--- config.mk ---
export PLATFORM = sky130hd
export DESIGN_NAME = multdiv_stall_controller_flat
export DESIGN_NICKNAME = d
export VERILOG_FILES = /design/src/rtl/multdiv_stall_controller_if.sv /design/src/rtl/multdiv_stall_controller.sv /design/src/flat_wrapper.sv
export SDC_FILE = /design/constraint.sdc
export NUM_CORES = 1
export LEC_CHECK = 0
export ABC_AREA = 1
export CAP_MARGIN = 20
export CORE_MARGIN = 1.5
export CORE_UTILIZATION = 35
export CTS_CLUSTER_SIZE = 14
export DETAILED_ROUTE_END_ITERATION = 6
export HOLD_SLACK_MARGIN = 0.12
export PLACE_DENSITY = 0.76
export REMOVE_ABC_BUFFERS = 1
export SLEW_MARGIN = 0
export SYNTH_ARGS = -nofsm -noshare
export SYNTH_HDL_FRONTEND = slang
export SYNTH_SLANG_ARGS = --single-unit
--- constraint.sdc ---
create_clock -name clock -period 1.5 [get_ports clock]
set_clock_uncertainty 0.15 [all_clocks]
set_input_delay 0.15 -clock clock [delete_from_list [all_inputs] [get_ports clock]]
set_output_delay 0.15 -clock clock [all_outputs]
set_load 0.02 [all_outputs]
--- src/rtl/multdiv_stall_controller_if.sv ---
// ============================================================================
// Module   : multdiv_stall_controller_if
// Function : Pipeline-side and multdiv-side signal bundle for the stall controller.
// Revision : 1.0
// ============================================================================
`default_nettype none

interface multdiv_stall_controller_if;
   logic [4:0]  op_X;
   logic [4:0]  ALU_X;
   logic        haz_PC_en;
   logic        haz_FD_en;
   logic [31:0] md_result;
   logic        md_resultRDY;
   logic        md_exception;

   logic        ctrl_MULT;
   logic        ctrl_DIV;
   logic        PC_en;
   logic        FD_en;
   logic        DX_en;
   logic        XM_en;
   logic        MW_en;
   logic        xm_bubble;
   logic        xm_sel_md;
   logic [31:0] md_held;
   logic        exc_valid;
   logic [31:0] exc_code;
   logic        busy;

   // Pipeline / multdiv environment side
   modport master (
      output op_X, ALU_X, haz_PC_en, haz_FD_en, md_result, md_resultRDY, md_exception,
      input  ctrl_MULT, ctrl_DIV, PC_en, FD_en, DX_en, XM_en, MW_en,
      input  xm_bubble, xm_sel_md, md_held, exc_valid, exc_code, busy
   );

   // Stall controller side
   modport slave (
      input  op_X, ALU_X, haz_PC_en, haz_FD_en, md_result, md_resultRDY, md_exception,
      output ctrl_MULT, ctrl_DIV, PC_en, FD_en, DX_en, XM_en, MW_en,
      output xm_bubble, xm_sel_md, md_held, exc_valid, exc_code, busy
   );
endinterface

`default_nettype wire

--- src/rtl/multdiv_stall_controller.sv ---
// ============================================================================
// Module   : multdiv_stall_controller
// Function : Starts the multdiv unit from X, stalls PC/FD/DX and hands the result to XM.
// Revision : 1.0
// ============================================================================
`default_nettype none

module multdiv_stall_controller #(
   parameter int TIMEOUT = 40,
   parameter int CNT_W   = 6
) (
   input  wire                           clock,
   input  wire                           reset,
   multdiv_stall_controller_if.slave     bus
);

   typedef enum logic [1:0] {
      IDLE = 2'd0,
      BUSY = 2'd1,
      DONE = 2'd2
   } state_t;

   localparam logic [4:0]       ALU_MUL  = 5'b00110;
   localparam logic [4:0]       ALU_DIV  = 5'b00111;
   localparam logic [CNT_W-1:0] CNT_LAST = CNT_W'(TIMEOUT - 1);

   state_t             state_q, state_d;
   logic [CNT_W-1:0]   cnt_q, cnt_d;
   logic [31:0]        held_q, held_d;
   logic               kind_div_q, kind_div_d;
   logic               exc_q, exc_d;

   logic               is_mul;
   logic               is_div;

   assign is_mul = (bus.op_X == 5'd0) && (bus.ALU_X == ALU_MUL);
   assign is_div = (bus.op_X == 5'd0) && (bus.ALU_X == ALU_DIV);

   always_ff @(posedge clock or negedge reset) begin
      if (!reset) begin
         state_q    <= IDLE;
         cnt_q      <= '0;
         held_q     <= '0;
         kind_div_q <= 1'b0;
         exc_q      <= 1'b0;
      end else begin
         state_q    <= state_d;
         cnt_q      <= cnt_d;
         held_q     <= held_d;
         kind_div_q <= kind_div_d;
         exc_q      <= exc_d;
      end
   end

   always_comb begin
      state_d       = state_q;
      cnt_d         = cnt_q;
      held_d        = held_q;
      kind_div_d    = kind_div_q;
      exc_d         = exc_q;

      bus.ctrl_MULT = 1'b0;
      bus.ctrl_DIV  = 1'b0;
      bus.PC_en     = bus.haz_PC_en;
      bus.FD_en     = bus.haz_FD_en;
      bus.DX_en     = 1'b1;
      bus.XM_en     = 1'b1;
      bus.MW_en     = 1'b1;
      bus.xm_bubble = 1'b0;
      bus.xm_sel_md = 1'b0;
      bus.exc_valid = 1'b0;
      bus.exc_code  = 32'd0;

      // While reset is held the pipeline runs freely and no op may start.
      if (!reset) begin
         bus.PC_en = 1'b1;
         bus.FD_en = 1'b1;
      end else begin
         case (state_q)
            IDLE: begin
               if (is_mul || is_div) begin
                  bus.ctrl_MULT = is_mul;
                  bus.ctrl_DIV  = is_div;
                  bus.PC_en     = 1'b0;
                  bus.FD_en     = 1'b0;
                  bus.DX_en     = 1'b0;
                  bus.xm_bubble = 1'b1;
                  kind_div_d    = is_div;
                  cnt_d         = '0;
                  state_d       = BUSY;
               end
            end
            BUSY: begin
               bus.PC_en     = 1'b0;
               bus.FD_en     = 1'b0;
               bus.DX_en     = 1'b0;
               bus.xm_bubble = 1'b1;
               cnt_d         = cnt_q + 1'b1;
               // A result arriving on the timeout cycle takes priority over the abort.
               if (bus.md_resultRDY) begin
                  held_d  = bus.md_result;
                  exc_d   = bus.md_exception;
                  state_d = DONE;
               end else if (cnt_q == CNT_LAST) begin
                  held_d  = 32'd0;
                  exc_d   = 1'b1;
                  state_d = DONE;
               end
            end
            DONE: begin
               bus.xm_sel_md = 1'b1;
               bus.exc_valid = exc_q;
               if (exc_q) begin
                  bus.exc_code = kind_div_q ? 32'd5 : 32'd4;
               end
               state_d = IDLE;
            end
            default: begin
               state_d = IDLE;
            end
         endcase
      end
   end

   assign bus.md_held = held_q;
   assign bus.busy    = (state_q != IDLE);

endmodule

`default_nettype wire

--- src/flat_wrapper.sv ---
// flat-port wrapper written by rule: the top's interface ports become plain ports
module multdiv_stall_controller_flat 
#(
   parameter int TIMEOUT = 40,
   parameter int CNT_W   = 6
)
  (clock, reset, bus_op_X, bus_ALU_X, bus_haz_PC_en, bus_haz_FD_en, bus_md_result, bus_md_resultRDY, bus_md_exception, bus_ctrl_MULT, bus_ctrl_DIV, bus_PC_en, bus_FD_en, bus_DX_en, bus_XM_en, bus_MW_en, bus_xm_bubble, bus_xm_sel_md, bus_md_held, bus_exc_valid, bus_exc_code, bus_busy);
  multdiv_stall_controller_if bus_i ();
  input  wire clock;
  input  wire reset;
  input wire logic [$bits(bus_i.op_X)-1:0] bus_op_X;
  input wire logic [$bits(bus_i.ALU_X)-1:0] bus_ALU_X;
  input wire logic [$bits(bus_i.haz_PC_en)-1:0] bus_haz_PC_en;
  input wire logic [$bits(bus_i.haz_FD_en)-1:0] bus_haz_FD_en;
  input wire logic [$bits(bus_i.md_result)-1:0] bus_md_result;
  input wire logic [$bits(bus_i.md_resultRDY)-1:0] bus_md_resultRDY;
  input wire logic [$bits(bus_i.md_exception)-1:0] bus_md_exception;
  output wire logic [$bits(bus_i.ctrl_MULT)-1:0] bus_ctrl_MULT;
  output wire logic [$bits(bus_i.ctrl_DIV)-1:0] bus_ctrl_DIV;
  output wire logic [$bits(bus_i.PC_en)-1:0] bus_PC_en;
  output wire logic [$bits(bus_i.FD_en)-1:0] bus_FD_en;
  output wire logic [$bits(bus_i.DX_en)-1:0] bus_DX_en;
  output wire logic [$bits(bus_i.XM_en)-1:0] bus_XM_en;
  output wire logic [$bits(bus_i.MW_en)-1:0] bus_MW_en;
  output wire logic [$bits(bus_i.xm_bubble)-1:0] bus_xm_bubble;
  output wire logic [$bits(bus_i.xm_sel_md)-1:0] bus_xm_sel_md;
  output wire logic [$bits(bus_i.md_held)-1:0] bus_md_held;
  output wire logic [$bits(bus_i.exc_valid)-1:0] bus_exc_valid;
  output wire logic [$bits(bus_i.exc_code)-1:0] bus_exc_code;
  output wire logic [$bits(bus_i.busy)-1:0] bus_busy;
  assign bus_i.op_X = bus_op_X;
  assign bus_i.ALU_X = bus_ALU_X;
  assign bus_i.haz_PC_en = bus_haz_PC_en;
  assign bus_i.haz_FD_en = bus_haz_FD_en;
  assign bus_i.md_result = bus_md_result;
  assign bus_i.md_resultRDY = bus_md_resultRDY;
  assign bus_i.md_exception = bus_md_exception;
  assign bus_ctrl_MULT = bus_i.ctrl_MULT;
  assign bus_ctrl_DIV = bus_i.ctrl_DIV;
  assign bus_PC_en = bus_i.PC_en;
  assign bus_FD_en = bus_i.FD_en;
  assign bus_DX_en = bus_i.DX_en;
  assign bus_XM_en = bus_i.XM_en;
  assign bus_MW_en = bus_i.MW_en;
  assign bus_xm_bubble = bus_i.xm_bubble;
  assign bus_xm_sel_md = bus_i.xm_sel_md;
  assign bus_md_held = bus_i.md_held;
  assign bus_exc_valid = bus_i.exc_valid;
  assign bus_exc_code = bus_i.exc_code;
  assign bus_busy = bus_i.busy;
  multdiv_stall_controller #(.TIMEOUT(TIMEOUT), .CNT_W(CNT_W)) u_core (.clock(clock), .reset(reset), .bus(bus_i));
endmodule
==> results of run 1 <==
through the flow:
step | cells | setup slack [ps]
2_1_floorplan | 268 | -215.2
6_report | 481 | -180.5
3_5_place_dp | 463 | -614.5
3_3_place_gp | 463 | -571.7
5_1_grt | 481 | -231.1
4_1_cts | 478 | -181.1
sequential cells by signal, summed over array words and instances, names as in the netlist:
signal and flops:
u_core.bus.md_held 32, u_core.kind_div_q 1, u_core.cnt_q 6, u_core.state_q 2, u_core.exc_q 1
cell families (layout without fill, tap and decap cells):
kind of cell | Yosys count | in the layout | synth area share [%]
AOI/OAI and AO/OA | 4 | 4 | 1.282
adders and majority gates | 1 | 1 | 0.5576
buffers and inverters | 60 | 155 | 17.29
DFF | 42 | 42 | 46.85
other | 2 | 32 | 0.3348
and+or+nand+nor | 172 | 172 | 33.69
final cells by class:
cell class | instances | area [sq um]
flip-flops and latches | 42 | 1051
multi-input cells | 209 | 978.4
inverters | 17 | 71.32
well taps | 75 | 93.84
fillers | 568 | 2557
clock buffers | 8 | 110.1
repair buffers | 130 | 1199
report_power, final:
group	total, W	switching (W)	internal [W]
sequential	0.00118	0.0000170	0.00116
clock	0.000839	0.000375	0.000465
combinational	0.000407	0.000227	0.000181
critical path: stages, from the launching register on:
cell	delay [ps]
dfrtp_1	410
nor2_4	90
nand2_1	70
inv_2	60
nand4_1	130
nor2_1	170
buf_4	160
cells in the final DEF (no fill, tap or decap):
master / count
a21oi_2: 1
inv_8: 1
buf_2: 3
nor2_1: 13
dlygate4sd3_1: 1
dfrtp_1: 42
conb_1: 32
nand2_8: 1
nor2_2: 2
nor2_4: 3
clkdlybuf4s50_1: 42
nand2_2: 3
clkbuf_16: 1
clkbuf_8: 8
buf_6: 6
nand2_1: 94
or2_1: 1
inv_1: 13
nand3_2: 1
o21bai_1: 2
o21ai_0: 1
inv_2: 3
nand4_1: 3
ha_2: 1
nand3_4: 1
nor3_1: 3
nand3_1: 42
buf_4: 38
nand2_4: 3
dlygate4sd2_1: 36
and3_1: 1
buf_12: 3
nor3_2: 1
how the worst max path moves through the flow:
stage,endpoint,slack (ps),cells past startpoint
6_report,bus_ctrl_DIV,-180,6
5_1_grt,bus_ctrl_DIV,-230,6
4_1_cts,bus_ctrl_MULT,-180,6
3_5_place_dp,bus_xm_bubble,-610,6
3_3_place_gp,bus_xm_bubble,-570,6
2_1_floorplan,bus_exc_code[2],-220,3
routing by layer:
layer / global-route usage [%] / wire [um] / vias up
met3: 4.374 / 390 / 5
met5: 0 / 0 / -
li1: - / - / 1064
met1: 21.01 / 2529 / 1014
met2: 27.57 / 2691 / 92
met4: 3.788 / 43 / 0
repair_timing:
action | 4_1_cts | 5_1_grt
pin swaps | 10 | 5
setup endpoints to repair | 76 | 49
hold endpoints to repair | 42 | 0
gates cloned | 0 | 1
resized for setup | 103 | 16
buffers inserted | 6 | 3
hold buffers | 1 | 0
==> results.yml, run 1 <==
floorplan:
  die_h_um: 83.06
  die_x_um: 83.06
  die_area_sq_um: 6899
  coreArea_sq_um: 6061
  num_rows: 28
  initial_utilization_pct: 37.01
  ios: 123
setup_path:
  endpoint_kind: "primary output"
  cp_max_fo: 3
  rr_startpoint: "u_core.state_q[1]"
  worstSetupStartpointType: "flip-flop"
  r2r_cells: 9
  worstSetupPathType: "flip-flop to primary output"
  cp_data_arrival_time_ps: 1380
  worstSetupStartpoint: "u_core.state_q[1]"
  timing.rr.end: "u_core.bus.md_held[23]"
  cp_data_required_time_ps: 1200
  r2r_slack_ps: -30
run:
  drv_cap: 0
placement:
  place.gp.congestion: 0.7361
  postPlaceCellArea_sq_um: 3277
  portBuffers: 90
  hpwl_um: 3918
clock_network:
  clk_latency_ps: 290
  cts-root-buf: "clkbuf_8"
  cts_buffers: 5
  ctsHtreeMaxLevel: 2
  clkTransAtPathRegs_ps: 80
  clock-sinks: 42
  cts_buffer_depth: 2
  cts_tree: "yes"
timing:
  finalHoldViolCount: 0
  rsz0062_at_grt: "true"
  drv_slew: 0
  holdWs_ps: 256.5
  fin_ws_ps: -180.5
  clock.fmax_mhz: 595.1
  post-route-period-util_pct: 112.0
  fin_tns_setup_ps: -1196
  report.final.setup_viol: 37
  final.min_clock_period_ps: 1680
logic_synthesis:
  synth_seq_area_share_pct: 46.85
  synth.top_cell.area_share_pct: 46.85
  ys_ff_latch: 42
  synth_commonest_cells: "98 x nand2_1, 43 x nand3_1, 42 x dfrtp_1"
  syn_area_sq_um: 2243
  synth_ff_type: "dfrtp_1"
  avgSynthCellArea_sq_um: 7.984
  synth-edff-count: 0
  ys_async_sr_fraction_pct: 100.0
  synth.most_common_cell: "nand2_1"
  ys_types: 23
  synthCells: 281
  netlist_top_cells_area: "dfrtp_1 47%, nand2_1 16%, buf_4 12%"
  synth_top_cell_by_area: "dfrtp_1"
  yosysWarningCount: 0
grt:
  overflow: 0
  grt_pass1_wl_um: 9494
  antenna_found_initial: 0
  grt_max_degree: 45
  track_usage_pct: 16.36
  grt_pass1_vias: 2104
layout:
  fin_nets: 454
  drive_gt1_share_pct: 19.70
  n_antenna_cell: 0
  final_core_util_pct: 57.80
  area_growth_pct: 56.16
  final_area_sq_um: 3503
hold_path:
  hp-class: "input pin to flip-flop"
  min_path_cells: 3
  whs_endpoint: "u_core.bus.md_held[29]"
  min_from: "bus_md_result[29]"
outcome:
  violations: "setup timing"
  status: "complete, but fails checks"
power:
  power_w: 0.002425
  p_per_area_nw_per_um2: 692.3
  peakVddDrop_mv: 0.4091
  p_leak_nw: 1.994
drt:
  drt-total-wl_um: 5655
  dr.pass1.iters: 4
  drt_iter0_drc: 185
  num_vias: 2175
  viasPerCell: 4.522
  drc_errors: 0
  routedWlPerCell_um: 11.76
  ant_nets: 0
No activity file was read; power rests on OpenSTA's default activity.
==> inputs of run 2 (changes only) <==
Settings changed: REMOVE_ABC_BUFFERS 1 to not set.
==> results.yml, run 2 (synthesis gave the netlist of run 1 again) <==
timing:
  finalHoldViolCount: 42
  holdWs_ps: -193.0
  report.final.setup_viol: 46
  post-route-period-util_pct: 109.4
  tightest_slew_ps: 539.3
  final.min_clock_period_ps: 1640
  drv_slew: 0
  slew_headroom_pct: 64.05
  rsz0062_at_grt: "true"
  fin_ws_ps: -140.4
  clock.fmax_mhz: 609.6
layout:
  final_common_cell: "nand2_1"
  final_cell_mix: "94 x nand2_1, 44 x clkdlybuf4s50_1, 42 x nand3_1, 42 x dfrtp_1, 38 x buf_4"
  area_growth_pct: 51.92
  drive_gt1_share_pct: 18.95
  largest_reg_flops: 32
  fin_nets: 450
  n_antenna_cell: 0
setup_path:
  cp_max_fo: 5
  slowest_delay_ps: 500
  path_cells: "clkdlybuf4s50_1, nand2_1, nor2_4, nand3_4, nand2_4, nor2_1, buf_4"
  timing.rr.end: "u_core.bus.md_held[6]"
  crit_slowest_cell: "clkdlybuf4s50_1"
  worstSetupStartpointType: "input pin"
  worstSetupPathType: "input pin to primary output"
  endpoint_kind: "primary output"
  r2r_cells: 9
  r2r_slack_ps: -50
  endpoint: "bus_FD_en"
  cp_data_required_time_ps: 1200
  worstSetupStartpoint: "bus_ALU_X[2]"
  rr_startpoint: "u_core.state_q[1]"
  cp_data_arrival_time_ps: 1340
drt:
  drc_errors: 0
  drt-total-wl_um: 5513
  drt_iter0_drc: 123
  routedWlPerCell_um: 11.58
  viasPerCell: 4.405
  ant_nets: 0
  num_vias: 2097
  dr.pass1.iters: 4
grt:
  overflow: 0
  antenna_found_initial: 0
  grt_pass1_wl_um: 9432
  track_usage_pct: 16.41
  grt_pass1_vias: 2053
  grt_max_degree: 45
clock_network:
  clk_latency_ps: 280
  cts-root-buf: "clkbuf_8"
  clkTransAtPathRegs_ps: 80
  ctsHtreeMaxLevel: 2
  cts_tree: "yes"
  clock-sinks: 42
  cts_buffers: 5
  cts_buffer_depth: 2
power:
  p_per_area_nw_per_um2: 664.3
  peakVddDrop_mv: 0.4504
  p_leak_nw: 1.953
  power_w: 0.002264
floorplan:
  coreArea_sq_um: 6061
  num_rows: 28
  die_area_sq_um: 6899
  die_h_um: 83.06
  die_x_um: 83.06
  ios: 123
  initial_utilization_pct: 37.01
outcome:
  status: "complete, but fails checks"
  violations: "hold timing, setup timing"
hold_path:
  hp-class: "input pin to asynchronous set/reset pin"
placement:
  hpwl_um: 3872
  portBuffers: 90
  place.gp.congestion: 0.8200
run:
  drv_cap: 0
[run 2: cell count changes in the layout (fill, tap and decap cells not counted), sizes merged, moves of 2 or more]
cell / change
buf: -2
clkdlybuf4s50: +2
dlygate4sd2: -3
clkbuf: -3
[run 2: area by class of cell]
type	count	area (sq um)
Clock inverter	1	7.507
Inverter	17	68.82
Fill cell	582	2653
Clock buffer	6	72.57
Timing Repair Buffer	126	1139
Tap cell	75	93.84
Multi-Input combinational cell	209	975.9
Sequential cell	42	1051
[run 2: repair_timing]
item                       in CTS  in global routing
setup endpoints to repair      76                 50
hold endpoints to repair       42                 42
setup buffers                   6                  4
pin swaps                       5                  8
resized for setup              98                 10
[run 2: worst min path at each step]
stage / to / slack, ps / depth (start not counted)
global route: u_core.bus.md_held[6] / -140 / 2
global placement: u_core.kind_div_q / 130 / 2
CTS: u_core.kind_div_q / -170 / 2
floorplan: u_core.bus.md_held[0] / -300 / 0
detailed placement: u_core.kind_div_q / 140 / 2
finish: u_core.kind_div_q / -190 / 2
[run 2: worst max-delay path, delay by kind of cell]
family        cells  cell delay [ps]
simple gates      5              550
buf+inv           2              650
[run 2: where the power goes]
part           total (W)  internal (W)  switching [W]
Clock           0.000690      0.000319       0.000371
Sequential       0.00118       0.00116      0.0000160
Combinational   0.000397      0.000174       0.000223
[run 2: routing by layer]
metal  wire, um  share of wire (%)  up-vias  global-route usage [%]
li1           -                  -     1056                       -
met1       2315                 42      953                   20.53
met2       2754                 50       81                   27.94
met3        383                6.9        7                   4.771
met4         60                1.1        0                   3.939
met5          0                  0        -                       0
[run 2: through the flow]
step | utilization, % | setup slack (ps) | cell area [sq um] | setup TNS (ps) | instances
floorplan | - | 53.99 | 2364 | 0 | 311
global placement | 53.82 | -575.8 | 3262 | -4781 | 460
detailed placement | 53.82 | -595.8 | 3262 | -5586 | 460
CTS | 55.37 | -152.0 | 3356 | -2111 | 473
global route | 56.23 | -244.0 | 3408 | -6059 | 476
finish | 56.23 | -140.4 | 3408 | -2250 | 476
